File: config.mk
export PLATFORM = sky130hd
export DESIGN_NAME = operand_issue_stage_flat
export DESIGN_NICKNAME = d
export VERILOG_FILES = /design/src/rtl/cpu16_pkg.sv /design/src/rtl/operand_issue_stage_if.sv /design/src/rtl/reg_file_8x16.sv /design/src/rtl/operand_issue_stage.sv /design/src/flat_wrapper.sv
export SDC_FILE = /design/constraint.sdc
export NUM_CORES = 1
export LEC_CHECK = 0
export ABC_AREA = 1
export CAP_MARGIN = 40
export CORE_ASPECT_RATIO = 0.75
export CORE_MARGIN = 2
export CORE_UTILIZATION = 38
export CTS_CLUSTER_DIAMETER = 120
export DETAILED_ROUTE_END_ITERATION = 8
export SLEW_MARGIN = 20
export SYNTH_ARGS = -nofsm -noshare
export SYNTH_HDL_FRONTEND = slang
export SYNTH_SLANG_ARGS = --single-unit
File: constraint.sdc
create_clock -name clk -period 2.5 [get_ports clk]
set_input_delay 0.5 -clock clk [delete_from_list [all_inputs] [get_ports clk]]
set_output_delay 0.5 -clock clk [all_outputs]
set_load 0.05 [all_outputs]
File: src/rtl/cpu16_pkg.sv
// Shared definitions for the 16-bit datapath: widths, field types and the
// execute-register payload, plus the immediate sign-extension helper.
package cpu16_pkg;

  localparam int DATA_W  = 16;
  localparam int REG_N   = 8;
  localparam int REG_AW  = 3;
  localparam int IMM_W   = 8;
  localparam int ALUOP_W = 4;
  localparam int SHAMT_W = 4;

  typedef logic [DATA_W-1:0]  word_t;
  typedef logic [REG_AW-1:0]  reg_addr_t;
  typedef logic [IMM_W-1:0]   imm_t;
  typedef logic [ALUOP_W-1:0] aluop_t;
  typedef logic [SHAMT_W-1:0] shamt_t;
  typedef logic [REG_N-1:0]   reg_mask_t;

  // Everything the execute register captures at issue.
  typedef struct packed {
    word_t     a;
    word_t     b;
    aluop_t    aluop;
    shamt_t    shamt;
    reg_addr_t rd;
    logic      wr_en;
  } ex_payload_t;

  // Immediate to operand width, replicating the immediate's sign bit.
  function automatic word_t sext_imm(input imm_t imm);
    return {{(DATA_W-IMM_W){imm[IMM_W-1]}}, imm};
  endfunction

endpackage

File: src/rtl/operand_issue_stage_if.sv
// Bundle of the decode-side request, execute-side result and writeback port
// of the operand/issue stage. The stage uses the slave view; whatever feeds
// decode, consumes execute and returns writebacks uses the master view.
interface operand_issue_stage_if;
  import cpu16_pkg::*;

  logic      in_valid;
  logic      in_ready;
  reg_addr_t in_rs;
  reg_addr_t in_rt;
  reg_addr_t in_rd;
  imm_t      in_imm;
  logic      in_use_imm;
  logic      in_wr_en;
  aluop_t    in_aluop;
  shamt_t    in_shamt;

  logic      ex_valid;
  logic      ex_ready;
  word_t     ex_a;
  word_t     ex_b;
  aluop_t    ex_aluop;
  shamt_t    ex_shamt;
  reg_addr_t ex_rd;
  logic      ex_wr_en;

  logic      wb_en;
  reg_addr_t wb_addr;
  word_t     wb_data;

  modport master (
    output in_valid, in_rs, in_rt, in_rd, in_imm, in_use_imm, in_wr_en,
           in_aluop, in_shamt, ex_ready, wb_en, wb_addr, wb_data,
    input  in_ready, ex_valid, ex_a, ex_b, ex_aluop, ex_shamt, ex_rd, ex_wr_en
  );

  modport slave (
    input  in_valid, in_rs, in_rt, in_rd, in_imm, in_use_imm, in_wr_en,
           in_aluop, in_shamt, ex_ready, wb_en, wb_addr, wb_data,
    output in_ready, ex_valid, ex_a, ex_b, ex_aluop, ex_shamt, ex_rd, ex_wr_en
  );

endinterface

File: src/rtl/reg_file_8x16.sv
// 8x16 register file: two combinational read ports with write-through bypass,
// one synchronous write port, R0 hard-wired to zero.
module reg_file_8x16
  import cpu16_pkg::*;
(
  input  logic      clk,
  input  logic      rst_n,
  input  reg_addr_t rd_addr_a,
  output word_t     rd_data_a,
  input  reg_addr_t rd_addr_b,
  output word_t     rd_data_b,
  input  logic      wr_en,
  input  reg_addr_t wr_addr,
  input  word_t     wr_data
);

  word_t regs_r [REG_N];
  logic  wr_hit_s;

  // R0 is never a write target; it stays at its reset value of zero.
  assign wr_hit_s = wr_en & (wr_addr != {REG_AW{1'b0}});

  // One read port: zero for R0, bypassed write data on an address match,
  // otherwise the stored value.
  function automatic word_t read_port(input reg_addr_t addr);
    word_t val;
    if (addr == {REG_AW{1'b0}}) begin
      val = {DATA_W{1'b0}};
    end else if (wr_hit_s && (wr_addr == addr)) begin
      val = wr_data;
    end else begin
      val = regs_r[addr];
    end
    return val;
  endfunction

  // Storage update: clear everything on reset, otherwise apply the write.
  always_ff @(posedge clk or negedge rst_n) begin
    if (!rst_n) begin
      for (int i = 0; i < REG_N; i++) begin
        regs_r[i] <= {DATA_W{1'b0}};
      end
    end else if (wr_hit_s) begin
      regs_r[wr_addr] <= wr_data;
    end else begin
      regs_r[wr_addr] <= regs_r[wr_addr];
    end
  end

  // Both read ports, resolved combinationally.
  always_comb begin
    rd_data_a = read_port(rd_addr_a);
    rd_data_b = read_port(rd_addr_b);
  end

endmodule

File: src/rtl/operand_issue_stage.sv
// Operand fetch and issue: register file, per-register busy scoreboard,
// hazard detection and the execute pipeline register feeding the ALU.
module operand_issue_stage
  import cpu16_pkg::*;
(
  input  logic                 clk,
  input  logic                 rst_n,
  operand_issue_stage_if.slave bus
);

  word_t       rd_a_s;
  word_t       rd_b_s;
  reg_mask_t   busy_r;
  reg_mask_t   busy_nxt_s;
  reg_mask_t   clr_mask_s;
  reg_mask_t   set_mask_s;
  reg_mask_t   busy_eff_s;
  logic        hazard_s;
  logic        in_ready_s;
  logic        issue_s;
  logic        ex_valid_r;
  ex_payload_t ex_r;
  ex_payload_t payload_s;

  reg_file_8x16 u_rf (
    .clk       (clk),
    .rst_n     (rst_n),
    .rd_addr_a (bus.in_rs),
    .rd_data_a (rd_a_s),
    .rd_addr_b (bus.in_rt),
    .rd_data_b (rd_b_s),
    .wr_en     (bus.wb_en),
    .wr_addr   (bus.wb_addr),
    .wr_data   (bus.wb_data)
  );

  // Busy bits being released by this cycle's writeback; the bypass already
  // supplies their data, so they neither stall nor stay busy.
  always_comb begin
    clr_mask_s = {REG_N{1'b0}};
    if (bus.wb_en) begin
      clr_mask_s[bus.wb_addr] = 1'b1;
    end else begin
      clr_mask_s = {REG_N{1'b0}};
    end
  end

  // Hazard check (RAW on A, RAW on B when not immediate, WAW on rd) and the
  // resulting ready. in_valid deliberately takes no part in in_ready.
  always_comb begin
    busy_eff_s = busy_r & ~clr_mask_s;
    hazard_s   = busy_eff_s[bus.in_rs]
               | (~bus.in_use_imm & busy_eff_s[bus.in_rt])
               | (bus.in_wr_en & busy_eff_s[bus.in_rd]);
    in_ready_s = ~hazard_s & (~ex_valid_r | bus.ex_ready);
    issue_s    = bus.in_valid & in_ready_s;
  end

  // Busy bit claimed by the issuing instruction; R0 is never claimed.
  always_comb begin
    set_mask_s = {REG_N{1'b0}};
    if (issue_s && bus.in_wr_en && (bus.in_rd != {REG_AW{1'b0}})) begin
      set_mask_s[bus.in_rd] = 1'b1;
    end else begin
      set_mask_s = {REG_N{1'b0}};
    end
    // A set and a clear on the same register in one cycle leave it busy.
    busy_nxt_s = (busy_r & ~clr_mask_s) | set_mask_s;
  end

  // Scoreboard state.
  always_ff @(posedge clk or negedge rst_n) begin
    if (!rst_n) begin
      busy_r <= {REG_N{1'b0}};
    end else begin
      busy_r <= busy_nxt_s;
    end
  end

  // Operand selection for the instruction being issued.
  always_comb begin
    payload_s.a     = rd_a_s;
    payload_s.b     = bus.in_use_imm ? sext_imm(bus.in_imm) : rd_b_s;
    payload_s.aluop = bus.in_aluop;
    payload_s.shamt = bus.in_shamt;
    payload_s.rd    = bus.in_rd;
    payload_s.wr_en = bus.in_wr_en;
  end

  // Execute register: load on issue, drop valid when consumed without a
  // replacement, otherwise hold everything steady.
  always_ff @(posedge clk or negedge rst_n) begin
    if (!rst_n) begin
      ex_valid_r <= 1'b0;
      ex_r       <= '{a: {DATA_W{1'b0}}, b: {DATA_W{1'b0}},
                      aluop: {ALUOP_W{1'b0}}, shamt: {SHAMT_W{1'b0}},
                      rd: {REG_AW{1'b0}}, wr_en: 1'b0};
    end else if (issue_s) begin
      ex_valid_r <= 1'b1;
      ex_r       <= payload_s;
    end else if (bus.ex_ready) begin
      ex_valid_r <= 1'b0;
      ex_r       <= ex_r;
    end else begin
      ex_valid_r <= ex_valid_r;
      ex_r       <= ex_r;
    end
  end

  assign bus.in_ready = in_ready_s;
  assign bus.ex_valid = ex_valid_r;
  assign bus.ex_a     = ex_r.a;
  assign bus.ex_b     = ex_r.b;
  assign bus.ex_aluop = ex_r.aluop;
  assign bus.ex_shamt = ex_r.shamt;
  assign bus.ex_rd    = ex_r.rd;
  assign bus.ex_wr_en = ex_r.wr_en;

endmodule

File: src/flat_wrapper.sv
// flat-port wrapper written by rule: the top's interface ports become plain ports
module operand_issue_stage_flat import cpu16_pkg::*;
  (clk, rst_n, bus_in_valid, bus_in_rs, bus_in_rt, bus_in_rd, bus_in_imm, bus_in_use_imm, bus_in_wr_en, bus_in_aluop, bus_in_shamt, bus_ex_ready, bus_wb_en, bus_wb_addr, bus_wb_data, bus_in_ready, bus_ex_valid, bus_ex_a, bus_ex_b, bus_ex_aluop, bus_ex_shamt, bus_ex_rd, bus_ex_wr_en);
  operand_issue_stage_if bus_i ();
  input  logic clk;
  input  logic rst_n;
  input wire logic [$bits(bus_i.in_valid)-1:0] bus_in_valid;
  input wire logic [$bits(bus_i.in_rs)-1:0] bus_in_rs;
  input wire logic [$bits(bus_i.in_rt)-1:0] bus_in_rt;
  input wire logic [$bits(bus_i.in_rd)-1:0] bus_in_rd;
  input wire logic [$bits(bus_i.in_imm)-1:0] bus_in_imm;
  input wire logic [$bits(bus_i.in_use_imm)-1:0] bus_in_use_imm;
  input wire logic [$bits(bus_i.in_wr_en)-1:0] bus_in_wr_en;
  input wire logic [$bits(bus_i.in_aluop)-1:0] bus_in_aluop;
  input wire logic [$bits(bus_i.in_shamt)-1:0] bus_in_shamt;
  input wire logic [$bits(bus_i.ex_ready)-1:0] bus_ex_ready;
  input wire logic [$bits(bus_i.wb_en)-1:0] bus_wb_en;
  input wire logic [$bits(bus_i.wb_addr)-1:0] bus_wb_addr;
  input wire logic [$bits(bus_i.wb_data)-1:0] bus_wb_data;
  output wire logic [$bits(bus_i.in_ready)-1:0] bus_in_ready;
  output wire logic [$bits(bus_i.ex_valid)-1:0] bus_ex_valid;
  output wire logic [$bits(bus_i.ex_a)-1:0] bus_ex_a;
  output wire logic [$bits(bus_i.ex_b)-1:0] bus_ex_b;
  output wire logic [$bits(bus_i.ex_aluop)-1:0] bus_ex_aluop;
  output wire logic [$bits(bus_i.ex_shamt)-1:0] bus_ex_shamt;
  output wire logic [$bits(bus_i.ex_rd)-1:0] bus_ex_rd;
  output wire logic [$bits(bus_i.ex_wr_en)-1:0] bus_ex_wr_en;
  assign bus_i.in_valid = bus_in_valid;
  assign bus_i.in_rs = bus_in_rs;
  assign bus_i.in_rt = bus_in_rt;
  assign bus_i.in_rd = bus_in_rd;
  assign bus_i.in_imm = bus_in_imm;
  assign bus_i.in_use_imm = bus_in_use_imm;
  assign bus_i.in_wr_en = bus_in_wr_en;
  assign bus_i.in_aluop = bus_in_aluop;
  assign bus_i.in_shamt = bus_in_shamt;
  assign bus_i.ex_ready = bus_ex_ready;
  assign bus_i.wb_en = bus_wb_en;
  assign bus_i.wb_addr = bus_wb_addr;
  assign bus_i.wb_data = bus_wb_data;
  assign bus_in_ready = bus_i.in_ready;
  assign bus_ex_valid = bus_i.ex_valid;
  assign bus_ex_a = bus_i.ex_a;
  assign bus_ex_b = bus_i.ex_b;
  assign bus_ex_aluop = bus_i.ex_aluop;
  assign bus_ex_shamt = bus_i.ex_shamt;
  assign bus_ex_rd = bus_i.ex_rd;
  assign bus_ex_wr_en = bus_i.ex_wr_en;
  operand_issue_stage u_core (.clk(clk), .rst_n(rst_n), .bus(bus_i));
endmodule
==> results <==
- The flow ran to the end, and the final reports show no timing, DRC or antenna violations.
- The maximum vdd ir drop is 0.611 mV.
- The clock period minus final worst setup slack is 2.40 ns.
- The TritonCTS clock tree is yes.
- The number of placement rows is 52.
- The worst slew margin relative to its limit is 59.7%.
- The chip height is 149 um.
- The power per standard cell area is 757 nW/um2.
- The number of synthesized register bits is 181.
- The static power due to leakage is 6.05 nW.
- At the placement stage, the worst setup path has a slack of -0.257 ns.
- The deepest clock path buffer count is 2.
- The sequential element share of the synthesized area is 42.6%.
- Synthesis produced a netlist whose cell count is 1,411.
- The critical path launch point type is an input port.
- The placer's final routability congestion estimate is 0.919.
- The most used flip-flop cell after synthesis is sky130_fd_sc_hd__dfrtp_1.
- The count of unresolved DRC violations after routing is 0.
- The worst setup path is of the in2out kind.
- Synthesis instantiated 40 different standard cells from the library.
- Ranked by total cell area, the synthesized netlist is headed by sky130_fd_sc_hd__dfrtp_1 43%, sky130_fd_sc_hd__nand2_1 13%, sky130_fd_sc_hd__nand3_1 7.6%.
- Summed over all layers, the global routing overflow is 0.
- The via count is 11.2k.
- The cell taking the most area after synthesis is sky130_fd_sc_hd__dfrtp_1.
- The initial antenna violation count is 0.
- The detailed router finished its first iteration with 1,259 violations.
- The core box area is 27,300 um2.
- The combined global-route utilization of all metal layers is 27.2%.
- The largest fanout on the critical path is 7.
- The count of port buffers added during placement is 96.
- The HPWL after detailed placement is 26,400 um.
- For the worst-skew pair, the clock arrives at the later sink with an insertion delay of 0.45 ns.
- After clock tree synthesis, the flow added hold-fix buffers numbering 0.
- The area of the mapped netlist is 10,600 um2.
- Across the run, the number of max-cap violations was 0.
- Setup violations remaining at the end of the flow were counted as 0.
- The element type at the critical path end is an output port.
- The number of clock buffers added by TritonCTS is 17.
- The clock transition at the registers of the reported paths is 0.07 ns.
- The routed design has 39,900 um of wire.
- The net count reported at finish is 1,594.
- The total negative slack is 0 ns.
- The final number of max-transition violations was 0.
- The via count of the first global-routing pass is 10.3k.
- The root buffer selected by CTS is sky130_fd_sc_hd__clkbuf_16.
- The detailed-routing iteration count for the pre-antenna-repair pass is 6.
- The count of antenna-violating nets left after detailed routing is 0.
- The largest net degree at the start of global routing is 59.
- In the layout the commonest cells are 358 x sky130_fd_sc_hd__nand2_1, 181 x sky130_fd_sc_hd__dfrtp_1, 160 x sky130_fd_sc_hd__nand3_1.
- The ratio of cells with drive above 1 in the final layout is 14.3%.
- Across the routed clock network, the largest skew measured is 0.0113 ns.
- After synthesis, the share of flip-flops with an asynchronous set or reset is 100%.
- For the worst setup path, the data arrival time is 1.90 ns.
- The library cell used most frequently in the layout, excluding fill and tap cells, is sky130_fd_sc_hd__nand2_1.
- Static timing analysis puts the maximum clock frequency at 0.417 GHz.
- The critical path data required time is 2.00 ns.
- In this run the worst hold path is classified as in2async.
- After synthesis, the mean cell area works out to 7.53 um2.
- In this run the count of I/O pins placed on the die edge is 97.
- The routed wire length per instance is 21.0 um.
- At the pin with the least slew margin, the transition time is 0.603 ns.
- The floorplan step defined a die boundary enclosing 29,300 um2.
- In this run, synthesis inferred 0 flip-flops with an integrated enable.
- Dividing the detail-routed via count by the number of cells gives 5.87.
- The initial core utilization is 39.0%.
- The number of sinks on the clock net is 181.
- The final number of hold-violating endpoints is 0.
- The first global-routing pass estimated 60,900 um of wire.
- Yosys printed 0 warnings.
- The antenna diode count is 0.
- The proportion of netlist area held by the largest area contributor is 42.6%.
- The horizontal die dimension is 197 um.
- The launch instance of the worst register-to-register path is u_core.busy_r[6].
- The H-tree level count is 4.
- The synthesis-to-finish area growth is 26.8%.
- Dividing the final minimum period by the clock period gives 95.9%.
- The net count after synthesis is 1,462.
- The minimum setup slack in the final design is 0.101 ns.
- In this run the worst setup path begins at bus_wb_addr[1].
==> repair_timing <==
item,CTS,global route
pin swaps,3,13
setup endpoints to repair,1,1
resized for setup,25,24
buffers inserted,7,5
gates cloned,1,0
==> through the flow <==
| stage | hold slack (ns) | power (mW) | utilization, % | std cells | cell area (um2) |
|---|---|---|---|---|---|
| 2_1_floorplan | 0.204 | 6.09 | - | 1411 | 10600 |
| 3_3_place_gp | 0.367 | 7.46 | 46.5 | 1862 | 12700 |
| 3_5_place_dp | 0.368 | 7.50 | 46.5 | 1862 | 12700 |
| 4_1_cts | 0.0493 | 10.2 | 49.0 | 1900 | 13400 |
| 5_1_grt | 0.0551 | 10.7 | 49.4 | 1905 | 13500 |
| 6_report | 0.0308 | 10.2 | 49.4 | 1905 | 13500 |
==> cell usage after synthesis (2+ instances only) <==
master / count
sky130_fd_sc_hd__nand4_2: 2
sky130_fd_sc_hd__nor3_1: 10
sky130_fd_sc_hd__nand3_4: 2
sky130_fd_sc_hd__dfrtp_1: 181
sky130_fd_sc_hd__nand2_1: 363
sky130_fd_sc_hd__o211ai_1: 103
sky130_fd_sc_hd__a22oi_1: 10
sky130_fd_sc_hd__a31oi_1: 9
sky130_fd_sc_hd__buf_6: 7
sky130_fd_sc_hd__o21ai_0: 91
sky130_fd_sc_hd__nand4_1: 21
sky130_fd_sc_hd__clkbuf_1: 95
sky130_fd_sc_hd__inv_1: 121
sky130_fd_sc_hd__o22ai_1: 17
sky130_fd_sc_hd__a21oi_1: 74
sky130_fd_sc_hd__buf_1: 6
sky130_fd_sc_hd__nor2_8: 2
sky130_fd_sc_hd__nor2_1: 33
sky130_fd_sc_hd__o21ai_1: 6
sky130_fd_sc_hd__o221ai_1: 17
sky130_fd_sc_hd__o311ai_0: 22
sky130_fd_sc_hd__or2_2: 2
sky130_fd_sc_hd__nand3_1: 161
sky130_fd_sc_hd__inv_2: 6
sky130_fd_sc_hd__a21bo_2: 2
sky130_fd_sc_hd__clkinv_1: 2
sky130_fd_sc_hd__buf_2: 18
sky130_fd_sc_hd__o2111ai_1: 9
sky130_fd_sc_hd__a221oi_1: 8
==> area by class of cell <==
| cell class | count | area, um2 |
|---|---|---|
| Clock buffer | 20 | 447 |
| Tap cell | 351 | 439 |
| Clock inverter | 10 | 101 |
| Fill cell | 2628 | 13800 |
| Multi-Input combinational cell | 973 | 5170 |
| Sequential cell | 181 | 4530 |
| Timing Repair Buffer | 240 | 2280 |
| Inverter | 130 | 503 |
==> routing by layer <==
layer	share of wire (%)	track usage [%]
met2	42	38.5
met3	9.7	5.99
met5	0	0
met4	3.2	10.6
met1	45	40.3
==> sequential cells by signal, indices dropped and copies added (netlist names) <==
name and cells:
u_core.bus.ex_shamt 4, u_core.bus.ex_aluop 4, u_core.busy_r 8, u_core.u_rf.regs_r 128
u_core.bus.ex_a 16, u_core.bus.ex_wr_en 1, u_core.bus.ex_b 16, u_core.bus.ex_valid 1
u_core.bus.ex_rd 3
==> path summary, 6_finish.rpt <==
kind	end	slack [ns]	depth (start not counted)
setup / recovery	bus_in_ready	0.10	12
hold / removal	u_core.u_rf.regs_r[58]	0.03	1
setup reg to reg	u_core.bus.ex_valid	0.57	12
hold reg to reg	u_core.u_rf.regs_r[122]	0.39	0
max in group asynchronous	u_core.u_rf.regs_r[93]	1.77	2
min in group clk	u_core.u_rf.regs_r[122]	0.39	0
==> worst max-delay path: stages <==
cell,delay (ns)
sky130_fd_sc_hd__clkdlybuf4s15_1,0.21
sky130_fd_sc_hd__buf_12,0.15
sky130_fd_sc_hd__buf_4,0.11
sky130_fd_sc_hd__nand4_1,0.13
sky130_fd_sc_hd__nand2_1,0.11
sky130_fd_sc_hd__nand2_1,0.05
sky130_fd_sc_hd__nand2_1,0.07
sky130_fd_sc_hd__nor2_1,0.06
sky130_fd_sc_hd__a21oi_2,0.18
sky130_fd_sc_hd__nand3_2,0.10
sky130_fd_sc_hd__inv_2,0.08
sky130_fd_sc_hd__buf_12,0.13
==> cells by family (layout without fill, tap and decap cells) <==
family / after synthesis / count (layout) / synth area share (%)
mux: 1 / 1 / 0.106
buf+inv: 257 / 400 / 9.85
compound gates: 374 / 374 / 22.8
flops: 181 / 181 / 42.6
simple gates: 598 / 598 / 24.6
==> power breakdown <==
part           internal [mW]  switching, mW  leakage, nW
combinational           1.28           2.33         3.51
sequential              3.54          0.404         2.28
clock                   1.40           1.25        0.259
Power figures use the tool's default switching activity.
